### config.mk
export PLATFORM = sky130hd
export DESIGN_NAME = mmu_ws
export DESIGN_NICKNAME = d
export VERILOG_FILES = /design/src/rtl/mmu_ws.sv
export SDC_FILE = /design/constraint.sdc
export NUM_CORES = 1
export LEC_CHECK = 0
export BUFFER_PORTS_ARGS = -buffer_cell sky130_fd_sc_hd__buf_4
export CAP_MARGIN = 30
export CORE_MARGIN = 2
export CORE_UTILIZATION = 30
export DETAILED_ROUTE_END_ITERATION = 6
export SYNTH_ARGS = -nofsm -noshare
export SYNTH_HDL_FRONTEND = slang
export SYNTH_SLANG_ARGS = --single-unit
### constraint.sdc
create_clock -name clk -period 2.75 [get_ports clk]
set_clock_uncertainty 0.1 [all_clocks]
set_input_delay 0.1375 -clock clk [delete_from_list [all_inputs] [get_ports clk]]
set_output_delay 0.1375 -clock clk [all_outputs]
set_load 0.1 [all_outputs]
### src/rtl/mmu_ws.sv
// Memory map unit between core ports and BRAM / I/O bank; RAM loads return next cycle, I/O waits on io_ready.
// Illegal byte-enable shapes, unmapped addresses and I/O timeouts complete as one-cycle faults.
module mmu_ws #(
    parameter int          WORD_DEPTH_LOG = 16,
    parameter logic [31:0] IO_BASE        = 32'h8000_0000,
    parameter int          IO_ADDR_W      = 8,
    parameter int          IO_TIMEOUT     = 15
) (
    input  logic                      clk,
    input  logic                      reset,
    input  logic [31:0]               im_addr,
    output logic [31:0]               im_do,
    output logic [WORD_DEPTH_LOG-3:0] ram_iaddr,
    input  logic [31:0]               ram_irdata,
    input  logic                      dm_req,
    input  logic                      dm_we,
    input  logic [31:0]               dm_addr,
    input  logic [31:0]               dm_di,
    input  logic [3:0]                dm_be,
    input  logic                      is_signed,
    output logic [31:0]               dm_do,
    output logic                      dm_stall,
    output logic                      dm_fault,
    output logic [WORD_DEPTH_LOG-3:0] ram_addr,
    output logic [3:0]                ram_wstrb,
    output logic [31:0]               ram_wdata,
    input  logic [31:0]               ram_rdata,
    output logic [IO_ADDR_W-1:0]      io_addr,
    output logic                      io_en,
    output logic                      io_we,
    output logic [31:0]               io_data_write,
    input  logic [31:0]               io_data_read,
    input  logic                      io_ready
);

    typedef enum logic {IDLE, IO_WAIT} state_t;

    function automatic logic be_ok(input logic [3:0] be);
        case (be)
            4'b1111, 4'b1100, 4'b0011,
            4'b0001, 4'b0010, 4'b0100, 4'b1000: return 1'b1;
            default:                            return 1'b0;
        endcase
    endfunction

    // Bit offset of the lowest enabled lane.
    function automatic logic [4:0] lane_shift(input logic [3:0] be);
        case (be)
            4'b0010:          return 5'd8;
            4'b0100, 4'b1100: return 5'd16;
            4'b1000:          return 5'd24;
            default:          return 5'd0;
        endcase
    endfunction

    state_t                state_q, state_d;
    logic [7:0]            cnt_q, cnt_d;
    logic                  io_en_q, io_en_d;
    logic                  io_we_q, io_we_d;
    logic [IO_ADDR_W-1:0]  io_addr_q, io_addr_d;
    logic [31:0]           io_wdata_q, io_wdata_d;
    logic [31:0]           io_rdata_q, io_rdata_d;
    logic [3:0]            req_be_q, req_be_d;
    logic                  req_signed_q, req_signed_d;
    logic [3:0]            be_q, be_d;
    logic                  signed_q, signed_d;
    logic                  dev_io_q, dev_io_d;
    logic                  fault_q, fault_d;

    logic        is_ram, is_io, legal, acc_fault, ram_go, io_go, tmo_hit;
    logic [31:0] wdata_sh;
    logic        unused_im;

    assign unused_im = ^{im_addr[31:WORD_DEPTH_LOG], im_addr[1:0]};

    assign im_do     = ram_irdata;
    assign ram_iaddr = im_addr[WORD_DEPTH_LOG-1:2];

    assign legal     = be_ok(dm_be);
    assign is_ram    = ~dm_addr[31];
    assign is_io     = (dm_addr[31:IO_ADDR_W] == IO_BASE[31:IO_ADDR_W]);
    assign acc_fault = ~legal | (~is_ram & ~is_io);
    assign ram_go    = legal & is_ram;
    assign io_go     = legal & is_io;
    assign tmo_hit   = (cnt_q == 8'(IO_TIMEOUT - 1));
    assign wdata_sh  = dm_di << lane_shift(dm_be);

    assign ram_addr  = dm_addr[WORD_DEPTH_LOG-1:2];
    assign ram_wdata = wdata_sh;
    assign ram_wstrb = (state_q == IDLE && dm_req && ram_go && dm_we) ? dm_be : 4'b0000;

    assign dm_stall = ((state_q == IDLE) && dm_req && io_go) ||
                      ((state_q == IO_WAIT) && !io_ready && !tmo_hit);
    assign dm_fault = fault_q;

    assign io_en         = io_en_q;
    assign io_we         = io_we_q;
    assign io_addr       = io_addr_q;
    assign io_data_write = io_wdata_q;

    always_comb begin
        state_d      = state_q;
        cnt_d        = cnt_q;
        io_en_d      = io_en_q;
        io_we_d      = io_we_q;
        io_addr_d    = io_addr_q;
        io_wdata_d   = io_wdata_q;
        io_rdata_d   = io_rdata_q;
        req_be_d     = req_be_q;
        req_signed_d = req_signed_q;
        be_d         = 4'b0000;
        signed_d     = 1'b0;
        dev_io_d     = 1'b0;
        fault_d      = 1'b0;
        case (state_q)
            IDLE: begin
                if (dm_req) begin
                    if (acc_fault) begin
                        fault_d = 1'b1;
                    end else if (is_ram) begin
                        be_d     = dm_be;
                        signed_d = is_signed;
                    end else begin
                        state_d      = IO_WAIT;
                        cnt_d        = 8'd0;
                        io_en_d      = 1'b1;
                        io_we_d      = dm_we;
                        io_addr_d    = dm_addr[IO_ADDR_W-1:0];
                        io_wdata_d   = wdata_sh;
                        req_be_d     = dm_be;
                        req_signed_d = is_signed;
                    end
                end
            end
            IO_WAIT: begin
                // A ready on the last allowed cycle is a success, not a timeout.
                if (io_ready) begin
                    state_d    = IDLE;
                    io_en_d    = 1'b0;
                    io_rdata_d = io_data_read;
                    be_d       = req_be_q;
                    signed_d   = req_signed_q;
                    dev_io_d   = 1'b1;
                end else if (tmo_hit) begin
                    state_d = IDLE;
                    io_en_d = 1'b0;
                    fault_d = 1'b1;
                end else begin
                    cnt_d = cnt_q + 8'd1;
                end
            end
            default: state_d = IDLE;
        endcase
    end

    always_ff @(posedge clk) begin
        if (reset) begin
            state_q      <= IDLE;
            cnt_q        <= 8'd0;
            io_en_q      <= 1'b0;
            io_we_q      <= 1'b0;
            io_addr_q    <= '0;
            io_wdata_q   <= 32'd0;
            io_rdata_q   <= 32'd0;
            req_be_q     <= 4'b0000;
            req_signed_q <= 1'b0;
            be_q         <= 4'b0000;
            signed_q     <= 1'b0;
            dev_io_q     <= 1'b0;
            fault_q      <= 1'b0;
        end else begin
            state_q      <= state_d;
            cnt_q        <= cnt_d;
            io_en_q      <= io_en_d;
            io_we_q      <= io_we_d;
            io_addr_q    <= io_addr_d;
            io_wdata_q   <= io_wdata_d;
            io_rdata_q   <= io_rdata_d;
            req_be_q     <= req_be_d;
            req_signed_q <= req_signed_d;
            be_q         <= be_d;
            signed_q     <= signed_d;
            dev_io_q     <= dev_io_d;
            fault_q      <= fault_d;
        end
    end

    logic [31:0] sel_data, aligned;

    always_comb begin
        sel_data = dev_io_q ? io_rdata_q : ram_rdata;
        aligned  = sel_data >> lane_shift(be_q);
        case (be_q)
            4'b1111:          dm_do = aligned;
            4'b1100, 4'b0011: dm_do = {{16{signed_q & aligned[15]}}, aligned[15:0]};
            4'b0001, 4'b0010,
            4'b0100, 4'b1000: dm_do = {{24{signed_q & aligned[7]}}, aligned[7:0]};
            default:          dm_do = 32'd0;
        endcase
        if (fault_q) dm_do = 32'd0;
    end

endmodule
Word-level counts from Yosys, hierarchy flattened
Index checks and enable logic that the tools add are counted.

word-level totals
  bits in registers = 95
  bits in latches = 0
  memory bits (writable) = 0
  ROM bits = 0
  bits of input ports = 202
  output and inout port bits = 172
  word-level logic and storage cells = 109
  memories = 0

cells by class
  $add $sub $neg = 1
  $mul = 0
  div/mod/pow operators = 0
  magnitude comparators = 0
  equal/unequal tests = 22
  shift operators = 2
  muxes and demuxes = 41
  bitwise logic cells = 11
  reductions and logical operators = 19

operator list
  cell                    number
  $pmux W32 S3            1
  $mux W32                2
  $mux W8                 5
  $shl A32 B5 Y32         1
  $shr A32 B5 Y32         1
  $pmux W5 S3             2
  $eq A24 B24 Y1 const B  1
  $eq A4 B4 Y1 const B    6
  $mux W1                 20
  $mux W4                 5
  $eq A4 B2 Y1 const B    4
  $pmux W8 S2             1
  $ne A2 B2 Y1 const B    5
  $add A8 B1 Y8 const B   1
  $eq A4 B1 Y1 const B    2
  $eq A4 B3 Y1 const B    2
  $eq A8 B4 Y1 const B    1
  $pmux W1 S2             4
  $pmux W4 S2             1
  $reduce_and A4 Y1       2
  $reduce_or A2 Y1        4
  $reduce_or A7 Y1        1
  $logic_and A1 B1 Y1     6
  $and A1 B1 Y1           5
  8 further kinds         13

Depth between registers and ports, before layout
  word-level depth = 8
  gate-level depth with buffers = 8
  gate-level depth less buffers = 7

Worst setup path after synthesis
OpenSTA, ideal clock, no wires.

  path kind = register to output
  start point = register be_q[1]
  end point = output dm_do[20]
  arrival time = 3.166 ns
  slack = -0.653 ns
  stages on the path, launching flop included = 8
  buffers on the path = 3
  cell sequence = dfxtp_1 buf_4 xnor2_2 nor3_4 buf_6 o211ai_2 buf_4 a31oi_1

on the way
  longest elaborated chain between the ends = 7
  elaborated cells between the ends (all ways) = 16
  classes of those cells = eq/ne (7); shift (1); mux (3); bitwise (2); reduce/logical (3)

RTL lines
  element                                              line      RTL
  from (decl)                                          65        logic [3:0] be_q, be_d;
  from (signal assigned)                               167       be_q <= 4'b0000;
  from (signal assigned)                               181       be_q <= be_d;
  $eq A4 B3 Y1 / $eq A4 B4 Y1 (equally long branches)  48, 193
  $reduce_or A2 Y1                                     48        case (be)
  $pmux W5 S3                                          48
  $shr A32 B5 Y32                                      192       aligned = sel_data >> lane_shift(be_q);
  $and A1 B1 Y1 (on tied branches)                     197, 195
  $pmux W32 S3 *                                       193       case (be_q)
  $mux W32 *                                           200       if (fault_q) dm_do = 32'd0;
  to (decl)                                            21        output logic [31:0] dm_do,

Mark *: on every way between the ends. The rest lies on a longest branch, timed or not.

Final worst setup path
  start point = register be_q[3]
  end point = output dm_do[13]

on the way
  longest elaborated chain between the ends = 7
  elaborated cells between the ends (all ways) = 15
  classes of those cells = eq/ne (7); shift (1); mux (3); bitwise (1); reduce/logical (3)

RTL lines
  element                                              line     RTL
  $eq A4 B3 Y1 / $eq A4 B4 Y1 (equally long branches)  48, 193
  $reduce_or A2 Y1                                     48
  $pmux W5 S3                                          48
  $shr A32 B5 Y32                                      192
  $and A1 B1 Y1                                        197      4'b0100, 4'b1000: dm_do = {{24{signed_q & aligned[7]}}, aligned[7:0]};
  $pmux W32 S3 *                                       193
  $mux W32 *                                           200

Marks and branches as above.

==> parameters.txt <==
Parameter                              Value

Detailed routing
  Drt initial violations ... 309
  ANT nets after route ... 0
  Post-DR vias/cell ... 5.01
  DR DRC count ... 0
  Routed len/inst ... 17.6 µm
  Initial DRT Pass Iterations ... 5
  Number of vias in the routed layout ... 5967
  Final WL ... 21000 µm

Clocking
  Register clock-pin slew on the reported worst setup and hold paths ... 0.08 ns
  Max Buffers Root-to-Sink ... 2
  Clock insertion delay at the later pin of the skew report ... 0.36 ns
  Root buffer selected by CTS ... clkbuf_16
  Count of H-tree levels built during CTS ... 3
  TritonCTS clock tree ... yes
  Number of clock buffers inserted by TritonCTS ... 9
  Clock sink total ... 95

Logic synthesis
  Simple-gate area share of the yosys netlist ... 16.9%
  Leading post-synthesis cells by cell area ... dfxtp_1 31%, mux4_2 8.8%, mux2i_1 8.2%
  Number of unique standard cell types used by synthesis ... 68
  Synthesized netlist net count ... 888
  Sequential area share after synthesis ... 31.1%
  Synth Register Bits ... 95
  Average instance area after synthesis ... 8.94 µm²
  Area share of xor/xnor cells in the synthesized design ... 1.13%
  Share of cell area taken by muxes after synthesis ... 20.4%
  Most frequently used flop master after synthesis ... dfxtp_1
  Adder-cell share of the synthesized area ... 0.409%
  Fraction of synthesized cell area taken by the top area cell type ... 31.1%
  Leading area contributor after synthesis ... dfxtp_1
  Post-synth EDFFs ... 0
  Main combinational cell family by area after synthesis ... multiplexers
  Complex-gate fraction of the synthesized area ... 16.5%
  Async set or reset register ratio after synthesis ... 0%
  Cell area after synthesis ... 0.00611 mm²
  Post-Syn Instances ... 684
  Syn. warnings ... 0

Run
  Max-cap viol count ... 0

Min path
  WHS Endpoint ... req_be_q[0]
  Number of stages on the worst hold path ... 3
  Type of the most critical hold path ... in -> reg
  Startpoint of the most critical hold path ... dm_be[0]

Worst setup path
  Worst setup path category ... reg -> out
  Worst path max stage delay ... 0.40 ns
  Cell mode on critical path ... buf_4
  Launch instance of the worst register-to-register path ... cnt_q[0]
  Cell with the largest stage delay on the worst path ... or3_4
  Terminus of the critical flop-to-flop path ... cnt_q[7]
  Worst Path Max Fanout ... 8
  Cell count of the worst reg-to-reg path ... 8
  R2R Setup Slk ... 0.66 ns
  Cell breakdown of the critical path ... xnor2_2 -> or3_4 -> a211oi_4 -> buf_4 -> o211ai_4 -> buf_4 -> a21oi_2 -> buf_4
  Data required, critical path ... 2.51 ns
  Arrival time worst endpoint ... 2.43 ns
  Startpoint class of the critical path ... flop
  Endpoint type of the worst setup path ... output port

Timing
  Min cycle time layout ... 2.67 ns
  Worst Max-Slew Pin Slew ... 0.697 ns
  Max Clock Freq ... 375 MHz
  Tightest slew margin relative to the limit ... 53.5%
  Final Slew Violations ... 0
  Tightest hold margin ... 0.0207 ns
  Final hold violation count ... 0
  Final critical-path share of the clock period ... 96.9%
  Final number of setup-violating endpoints ... 0

Floorplan
  Die width ... 147 µm
  Effective utilization at floorplan ... 30.4%
  Total die area ... 0.0215 mm²
  Core outline area ... 0.0201 mm²
  Die Span Y ... 147 µm
  Placement Rows ... 52
  Number of top-level pins ... 374

Layout
  Share of post-route cells with drive strength above 1 ... 42.8%
  Post-Layout Inst Area ... 0.00883 mm²
  Post-layout instance count excluding filler cells ... 1192
  Area grow syn2layout ... 44.5%
  Final core area utilization ... 43.9%
  Number of nets at the end of the flow ... 1120

Placed design
  Cell Count Post-Placement ... 1126
  Global placement routability congestion ... 0.849
  Placed cell area ... 0.00791 mm²
  Hpwl dp ... 15300 µm
  Port Buffers ... 263

Power and ir drop
  Switching power summed over all nets ... 1.39 mW
  Total internal power ... 2.48 mW
  Switching share of power ... 36.0%
  Leakage power total ... 3.50 nW
  Power Total ... 3.87 mW
  Pwr per Cell Area ... 439 mW/mm²
  Combinational share of power ... 28.5%
  Worst-case vdd ir drop ... 0.000287 V
  Clk pwr share ... 35.9%
  Sequential cell fraction of total power ... 35.6%

Global route
  Initial antenna violation count ... 1
  Global-route total usage across every layer ... 19.0%
  Gr ovfl total ... 0
  Largest net degree at the start of global routing ... 63
  First-pass GRT wire length ... 32400 µm
  Vias in the first global route ... 5884

Outcome
  Result of the run ... completed
## sequential cells by signal, indices dropped and copies added (netlist names), 4 cells and up
register       cells
req_be_q           4
be_q               4
io_addr            8
io_data_write     32
io_rdata_q        32
cnt_q              8
## placed cells by master, fill, tap and decap left out, types with 6 or more instances in the layout
master	instances
nand2_1	99
and3_1	16
dfxtp_1	91
a22oi_1	6
mux4_2	24
a21oi_1	41
nand2b_1	6
buf_4	275
a21oi_2	15
a22o_1	7
nor2_1	61
inv_1	11
a31oi_2	6
dlygate4sd3_1	42
a211oi_1	8
o21ai_0	14
a31oi_1	11
clkbuf_16	9
mux2_2	9
nor4_1	6
nand3_1	10
buf_6	12
mux2i_1	50
a311oi_1	6
a2bb2oi_1	8
## critical path: cells and delay by family (launching register included)
family	cells	cell delay, ns
buffers and inverters	3	0.67
XOR/XNOR	1	0.18
AND/OR/NAND/NOR	1	0.40
AO/OA/AOI/OAI	3	0.45
flip-flops	1	0.38
## power groups by stage
stage               Combinational (mW)  Clock [mW]  Sequential [mW]
floorplan                         1.03           0             1.42
detailed placement                1.04           0             1.41
finish                            1.10        1.39             1.38
CTS                               1.10        1.43             1.38
global route                      1.15        1.48             1.38
global placement                  1.04           0             1.41
## kinds of logic after synthesis
| kind of cell | after synthesis |
|---|---|
| fa+ha+maj | 2 |
| flops | 95 |
| mux | 87 |
| xor+xnor | 4 |
| buf+inv | 125 |
| compound gates | 146 |
| simple gates | 225 |
## area by class of cell
cell class              instances  area (µm²)
repair buffers                334        2710
flip-flops and latches         95        1910
multi-input cells             465        3520
clock inverters                 7        97.6
inverters                      11        41.3
diodes                          1        2.50
fillers                      2009       11300
well taps                     270         338
clock buffers                   9         225
## stage by stage
stage / setup slack [ns] / setup TNS, ns
after detailed placement: 0.168 / 0
final: 0.0849 / 0
after floorplan: -0.653 / -7.06
after global routing: -0.00371 / -0.00408
after CTS: 0.00144 / 0
after global placement: 0.197 / 0
## worst max-delay path by stage
stage / endpoint / startpoint / slack (ns)
5_1_grt: dm_do[20] / be_q[3] / -0.004
3_5_place_dp: dm_do[31] / be_q[2] / 0.17
3_3_place_gp: dm_do[31] / be_q[2] / 0.20
2_1_floorplan: dm_do[20] / be_q[1] / -0.65
6_report: dm_do[13] / be_q[3] / 0.08
4_1_cts: dm_do[20] / be_q[3] / 0.001
## synthesized netlist by cell type (8+ instances only)
master and instances:
a2bb2oi_1 8, mux2_2 9, a31oi_1 13, a21oi_1 56
buf_2 11, a211oi_1 9, buf_4 66, and3_1 16
inv_1 11, o21ai_0 15, clkbuf_1 20, mux2i_1 50
dfxtp_1 95, mux4_2 24, buf_6 8, nand3_1 10
nand2_1 99, nor2_1 64
## layer usage
metal  track usage (%)  routed length (µm)  vias up
met5                 0                   0        -
met4              8.01                 633        0
met3              4.66                1400       38
met2              31.2               10100      222
met1              24.0                8900     2844
li1                  -                   -     2863
## repair_timing
action / CTS / global route
buffers inserted: 6 / 0
pin swaps: 3 / 0
hold endpoints to repair: 43 / 0
gates cloned: 1 / 0
resized for setup: 18 / 10
hold buffers: 42 / 0
endpoints found under the setup margin: 27 / 28
(Power assumes the default switching activity.)
